**config.mk**
```make
export PLATFORM = sky130hd
export DESIGN_NAME = oam_dma_ctrl_flat
export DESIGN_NICKNAME = d
export VERILOG_FILES = /design/src/rtl/oam_dma_ctrl_if.sv /design/src/rtl/oam_dma_ctrl.sv /design/src/flat_wrapper.sv
export SDC_FILE = /design/constraint.sdc
export NUM_CORES = 1
export LEC_CHECK = 0
export ABC_AREA = 0
export BUFFER_PORTS_ARGS = -buffer_cell sky130_fd_sc_hd__buf_4
export CORE_ASPECT_RATIO = 0.5
export CORE_MARGIN = 5
export CORE_UTILIZATION = 40
export CTS_CLUSTER_DIAMETER = 50
export DETAILED_ROUTE_END_ITERATION = 7
export PLACE_DENSITY_LB_ADDON = 0.1
export SYNTH_ARGS = -nofsm -noshare
export SYNTH_HDL_FRONTEND = slang
export SYNTH_SLANG_ARGS = --single-unit
```
**constraint.sdc**
```tcl
create_clock -name clock -period 4.53 [get_ports clock]
set_input_delay 0.2265 -clock clock [delete_from_list [all_inputs] [get_ports clock]]
set_output_delay 0.2265 -clock clock [all_outputs]
set_load 0.05 [all_outputs]
```
**src/rtl/oam_dma_ctrl_if.sv**
```systemverilog
// CPU-side and bus-side signal bundle for the sprite DMA sequencer.
// The slave modport is the controller's view; the master modport is the
// view of whatever surrounds it (CPU core on one side, memory/PPU decoder
// on the other).
interface oam_dma_ctrl_if;
  // CPU core side
  logic [15:0] cpu_a;
  logic [7:0]  cpu_d;
  logic        cpu_r;
  logic        cpu_w;
  logic        cpu_ce;

  // Memory / PPU decoder side
  logic [15:0] bus_a;
  logic [7:0]  bus_d;
  logic        bus_r;
  logic        bus_w;
  logic [7:0]  bus_i;

  // Status
  logic        busy;

  modport slave (
    input  cpu_a, cpu_d, cpu_r, cpu_w, bus_i,
    output cpu_ce, bus_a, bus_d, bus_r, bus_w, busy
  );

  modport master (
    output cpu_a, cpu_d, cpu_r, cpu_w, bus_i,
    input  cpu_ce, bus_a, bus_d, bus_r, bus_w, busy
  );
endinterface

```
**src/rtl/oam_dma_ctrl.sv**
```systemverilog
// Sprite DMA sequencer and bus arbiter.
// A CPU write to DMA_REG latches a source page, freezes the CPU by gating its
// cycle tick, and copies 256 bytes from {page,00..FF} to OAM_DATA, one read
// and one write per byte. Outside a transfer the CPU is passed straight
// through to the bus with no added latency.
module oam_dma_ctrl #(
  parameter logic [15:0] DMA_REG     = 16'h4014,
  parameter logic [15:0] OAM_DATA    = 16'h2004,
  parameter logic        PARITY_INIT = 1'b0
) (
  input  logic          clock,
  input  logic          reset,
  input  logic          ce,
  oam_dma_ctrl_if.slave io
);

  // HALT  : first stalled tick, lets the CPU finish its current cycle.
  // ALIGN : extra idle tick so that reads land on the right CPU-cycle phase.
  // READ  : fetch one source byte into the data latch.
  // WRITE : store the latched byte to the OAM data port.
  typedef enum logic [2:0] {
    IDLE  = 3'd0,
    HALT  = 3'd1,
    ALIGN = 3'd2,
    READ  = 3'd3,
    WRITE = 3'd4
  } state_t;

  state_t     state;
  logic [7:0] page;    // source page latched from the triggering write
  logic [7:0] idx;     // byte offset within the page
  logic [7:0] latch;   // byte fetched in READ, presented in WRITE
  logic       parity;  // free-running CPU-cycle phase, toggles every tick

  logic dma_req;

  // A CPU write to the trigger register; only acted on while idle, so a
  // forced write during a transfer (or on its final tick) has no effect.
  assign dma_req = io.cpu_w && (io.cpu_a == DMA_REG);

  // Sequencer state, transfer registers and the cycle-phase bit.
  // NOTE: state registers use non-blocking assignments so every register in
  // this block samples the pre-edge values of the others; blocking here would
  // make results depend on statement order.
  always_ff @(posedge clock) begin
    if (reset) begin
      state  <= IDLE;
      page   <= '0;
      idx    <= '0;
      latch  <= '0;
      parity <= PARITY_INIT;
    end else if (ce) begin
      parity <= ~parity;
      case (state)
        IDLE: begin
          if (dma_req) begin
            page  <= io.cpu_d;
            idx   <= '0;
            state <= HALT;
          end
        end
        HALT: begin
          // An odd phase needs one extra tick before the first read.
          state <= parity ? ALIGN : READ;
        end
        ALIGN: begin
          state <= READ;
        end
        READ: begin
          latch <= io.bus_i;
          state <= WRITE;
        end
        WRITE: begin
          if (idx == 8'hFF) begin
            idx   <= '0;
            state <= IDLE;
          end else begin
            idx   <= idx + 8'd1;
            state <= READ;
          end
        end
        default: begin
          state <= IDLE;
        end
      endcase
    end
  end

  // Bus and CPU-tick mux: CPU pass-through when idle, DMA addressing otherwise.
  // NOTE: every output gets a default before the case so no path leaves a
  // signal unassigned, which would otherwise infer a latch.
  always_comb begin
    io.bus_a  = OAM_DATA;
    io.bus_d  = latch;
    io.bus_r  = 1'b0;
    io.bus_w  = 1'b0;
    io.cpu_ce = 1'b0;
    case (state)
      IDLE: begin
        io.bus_a  = io.cpu_a;
        io.bus_d  = io.cpu_d;
        io.bus_r  = io.cpu_r;
        io.bus_w  = io.cpu_w;
        io.cpu_ce = ce;
      end
      READ: begin
        io.bus_a = {page, idx};
        io.bus_r = 1'b1;
      end
      WRITE: begin
        io.bus_a = OAM_DATA;
        io.bus_w = 1'b1;
      end
      default: begin
        // HALT / ALIGN: bus parked on the OAM port with both strobes low.
      end
    endcase
  end

  // Transfer-in-progress flag, derived directly from the state register.
  always_comb begin
    io.busy = (state != IDLE);
  end

endmodule

```
**src/flat_wrapper.sv**
```systemverilog
// flat-port wrapper written by rule: the top's interface ports become plain ports
module oam_dma_ctrl_flat 
#(
  parameter logic [15:0] DMA_REG     = 16'h4014,
  parameter logic [15:0] OAM_DATA    = 16'h2004,
  parameter logic        PARITY_INIT = 1'b0
)
  (clock, reset, ce, io_cpu_a, io_cpu_d, io_cpu_r, io_cpu_w, io_bus_i, io_cpu_ce, io_bus_a, io_bus_d, io_bus_r, io_bus_w, io_busy);
  oam_dma_ctrl_if io_i ();
  input  logic clock;
  input  logic reset;
  input  logic ce;
  input wire logic [$bits(io_i.cpu_a)-1:0] io_cpu_a;
  input wire logic [$bits(io_i.cpu_d)-1:0] io_cpu_d;
  input wire logic [$bits(io_i.cpu_r)-1:0] io_cpu_r;
  input wire logic [$bits(io_i.cpu_w)-1:0] io_cpu_w;
  input wire logic [$bits(io_i.bus_i)-1:0] io_bus_i;
  output wire logic [$bits(io_i.cpu_ce)-1:0] io_cpu_ce;
  output wire logic [$bits(io_i.bus_a)-1:0] io_bus_a;
  output wire logic [$bits(io_i.bus_d)-1:0] io_bus_d;
  output wire logic [$bits(io_i.bus_r)-1:0] io_bus_r;
  output wire logic [$bits(io_i.bus_w)-1:0] io_bus_w;
  output wire logic [$bits(io_i.busy)-1:0] io_busy;
  assign io_i.cpu_a = io_cpu_a;
  assign io_i.cpu_d = io_cpu_d;
  assign io_i.cpu_r = io_cpu_r;
  assign io_i.cpu_w = io_cpu_w;
  assign io_i.bus_i = io_bus_i;
  assign io_cpu_ce = io_i.cpu_ce;
  assign io_bus_a = io_i.bus_a;
  assign io_bus_d = io_i.bus_d;
  assign io_bus_r = io_i.bus_r;
  assign io_bus_w = io_i.bus_w;
  assign io_busy = io_i.busy;
  oam_dma_ctrl #(.DMA_REG(DMA_REG), .OAM_DATA(OAM_DATA), .PARITY_INIT(PARITY_INIT)) u_core (.clock(clock), .reset(reset), .ce(ce), .io(io_i));
endmodule
```
==> qor.yml <==
status: "finished, final reports clean"
intPower_mw: 0.481
power_frac_comb_pct: 42.2
drt.antenna.violating_nets: 0
fmax_mhz: 442
pwr-share-clk_pct: 25.4
synth-seq-cells: 28
drive_gt1_share_pct: 33.1
period_minus_slack_ns: 2.26
rows: 16
final_cell_mix: "buf_4 (65), dfxtp_1 (28), nand2_1 (23), a21oi_1 (17)"
gr-usage-all-layers_pct: 17.5
cts_buffers: 3
nNetsFinal: 281
fillers: 386
hold_viol: 0
path_clk_slew_ns: 0.10
via_per_inst: 5.46
setup_tns_ns: 0
dieArea_um2: 5290
synth-edff-count: 0
firstDrtPassIters: 4
layout_commonest_cell: "buf_4"
netlist_area_um2: 1550
slew_headroom_pct: 51.9
overflow: 0
ys_seq_area_share_pct: 36.2
ys_warn_count: 0
clock_path_buffers: 2
cp.required_ns: 4.30
cts_tree: "done"
grt_max_degree: 31
period_share_pct: 49.9
grt_setup_unrepaired: "false"
avgRoutedWirePerCell_um: 15.5
dpl.hpwl_mm: 3.43
swShare_pct: 38.6
whs_ns: 0.185
start_util_pct: 40.5
grt_pass1_vias: 1579
min_path_type: "in2reg"
critPathLaunchType: "register"
clkLatencyLatePin_ns: 0.28
p_switching_mw: 0.302
ioPinCount: 65
seqCellArea_um2: 561
placed_cell_area_um2: 2050
portBuffers: 64
die_y_um: 54.0
multi_input_area_um2: 917
finalSetupViolations: 0
vias: 1615
p_per_area_nw_per_um2: 369
critPathMaxFanout: 21
ctsResizeCount: 0
drc: 0
maxCapViolations: 0
timing.rr.start: "u_core.state[2]"
synthDistinctLibCells: 41
synth_cells: 184
synthArstFlopShare_pct: 0
htree_levels: 1
root_buffer: "clkbuf_8"
critical_path_arrival_ns: 2.04
area_delta_synth_final_pct: 37.2
p_leak_nw: 0.834
fin_area_um2: 2120
hold_start: "io_bus_i[5]"
cts_hold_buf: 0
end_kind: "output pin"
place_congestion: 0.867
fin_skew_ns: 0.00241
syn_nets: 222
cts_sinks: 28
critical_path.startpoint: "u_core.state[2]"
seqPwrFrac_pct: 32.4
grt_pass1_wl_mm: 7.51
synth_area_per_cell_um2: 8.41
final_core_util_pct: 55.5
post_cts_buffers: 0
worst_pin_slew_ns: 0.716
core-area_um2: 3820
slew_violations: 0
path_class: "reg2out"
wl_mm: 4.60
drt-initial-drc-count: 92
fp.dieW_um: 98.0
preCtsSetupSlack_ns: 2.36
synth_ff_type: "dfxtp_1"
antenna_found_initial: 0
antenna_cells: 0
peakVddDrop_mv: 0.132
finalWorstSetupSlack_ns: 2.27
layer usage:
layer / wire, µm / up-vias / GRT usage, %
li1: - / 797 / -
met1: 2030 / 762 / 21.7
met2: 2280 / 52 / 32.2
met3: 252 / 4 / 4.01
met4: 31 / 0 / 2.76
met5: 0 / - / 0
worst paths after layout:
path | to | slack [ns] | depth (start not counted)
hold reg to reg | u_core.latch[7] | 0.46 | 2
hold / removal | u_core.latch[5] | 0.18 | 3
setup reg to reg | u_core.page[5] | 2.34 | 6
setup / recovery | io_bus_a[13] | 2.27 | 5
Yosys cell counts (3+ instances only):
master | instances | area share [%]
and3_1 | 3 | 1.2
o21ai_0 | 10 | 3.2
dfxtp_1 | 28 | 36
clkbuf_1 | 7 | 1.7
mux2i_1 | 9 | 5.8
inv_1 | 4 | 0.97
nor2_1 | 14 | 3.4
a21oi_1 | 17 | 5.5
a31oi_1 | 3 | 1.2
a22o_1 | 14 | 7.9
nand3_1 | 5 | 1.6
a211oi_1 | 3 | 1.5
nand2_1 | 23 | 5.6
mux2_2 | 8 | 5.8
sequential cells by signal, summed over array words and instances (netlist names):
name,flops
u_core.state,3
u_core.idx,8
u_core.page,8
u_core.latch,8
u_core.parity,1
worst max-delay path: stages, from the launching register on:
cell     delay, ns
dfxtp_1       0.43
inv_1         0.18
and3_1        0.65
a22oi_1       0.14
o21ai_0       0.12
buf_4         0.23
power by group through the flow:
stage	sequential, mW	clock (mW)	combinational [mW]
after detailed placement	0.260	0	0.332
final	0.254	0.198	0.330
after CTS	0.254	0.201	0.332
after global placement	0.259	0	0.330
after global routing	0.255	0.212	0.346
after floorplan	0.259	0	0.229
stage by stage:
stage	std cells	power [mW]
finish	296	0.783
floorplan	184	0.487
global route	296	0.812
detailed placement	292	0.591
global placement	292	0.590
CTS	296	0.787
cells by family (layout without fill, tap and decap cells):
group,after synthesis,in the layout,share of synthesized area [%]
AO/OA/AOI/OAI,58,58,25.1
buffers and inverters,16,74,4.53
adder cells (fa/ha/maj),1,1,0.808
flip-flops,28,28,36.2
multiplexers,17,17,11.6
XOR/XNOR,1,1,0.566
AND/OR/NAND/NOR,63,63,21.1
cell type report:
cell class / instances / share of cell area (%)
Multi-Input combinational cell: 140 / 43.2
Sequential cell: 28 / 26.4
Timing Repair Buffer: 65 / 23.0
Tap cell: 54 / 3.18
Clock buffer: 3 / 1.94
Clock inverter: 1 / 1.41
Inverter: 5 / 0.884
(Power assumes the default switching activity.)
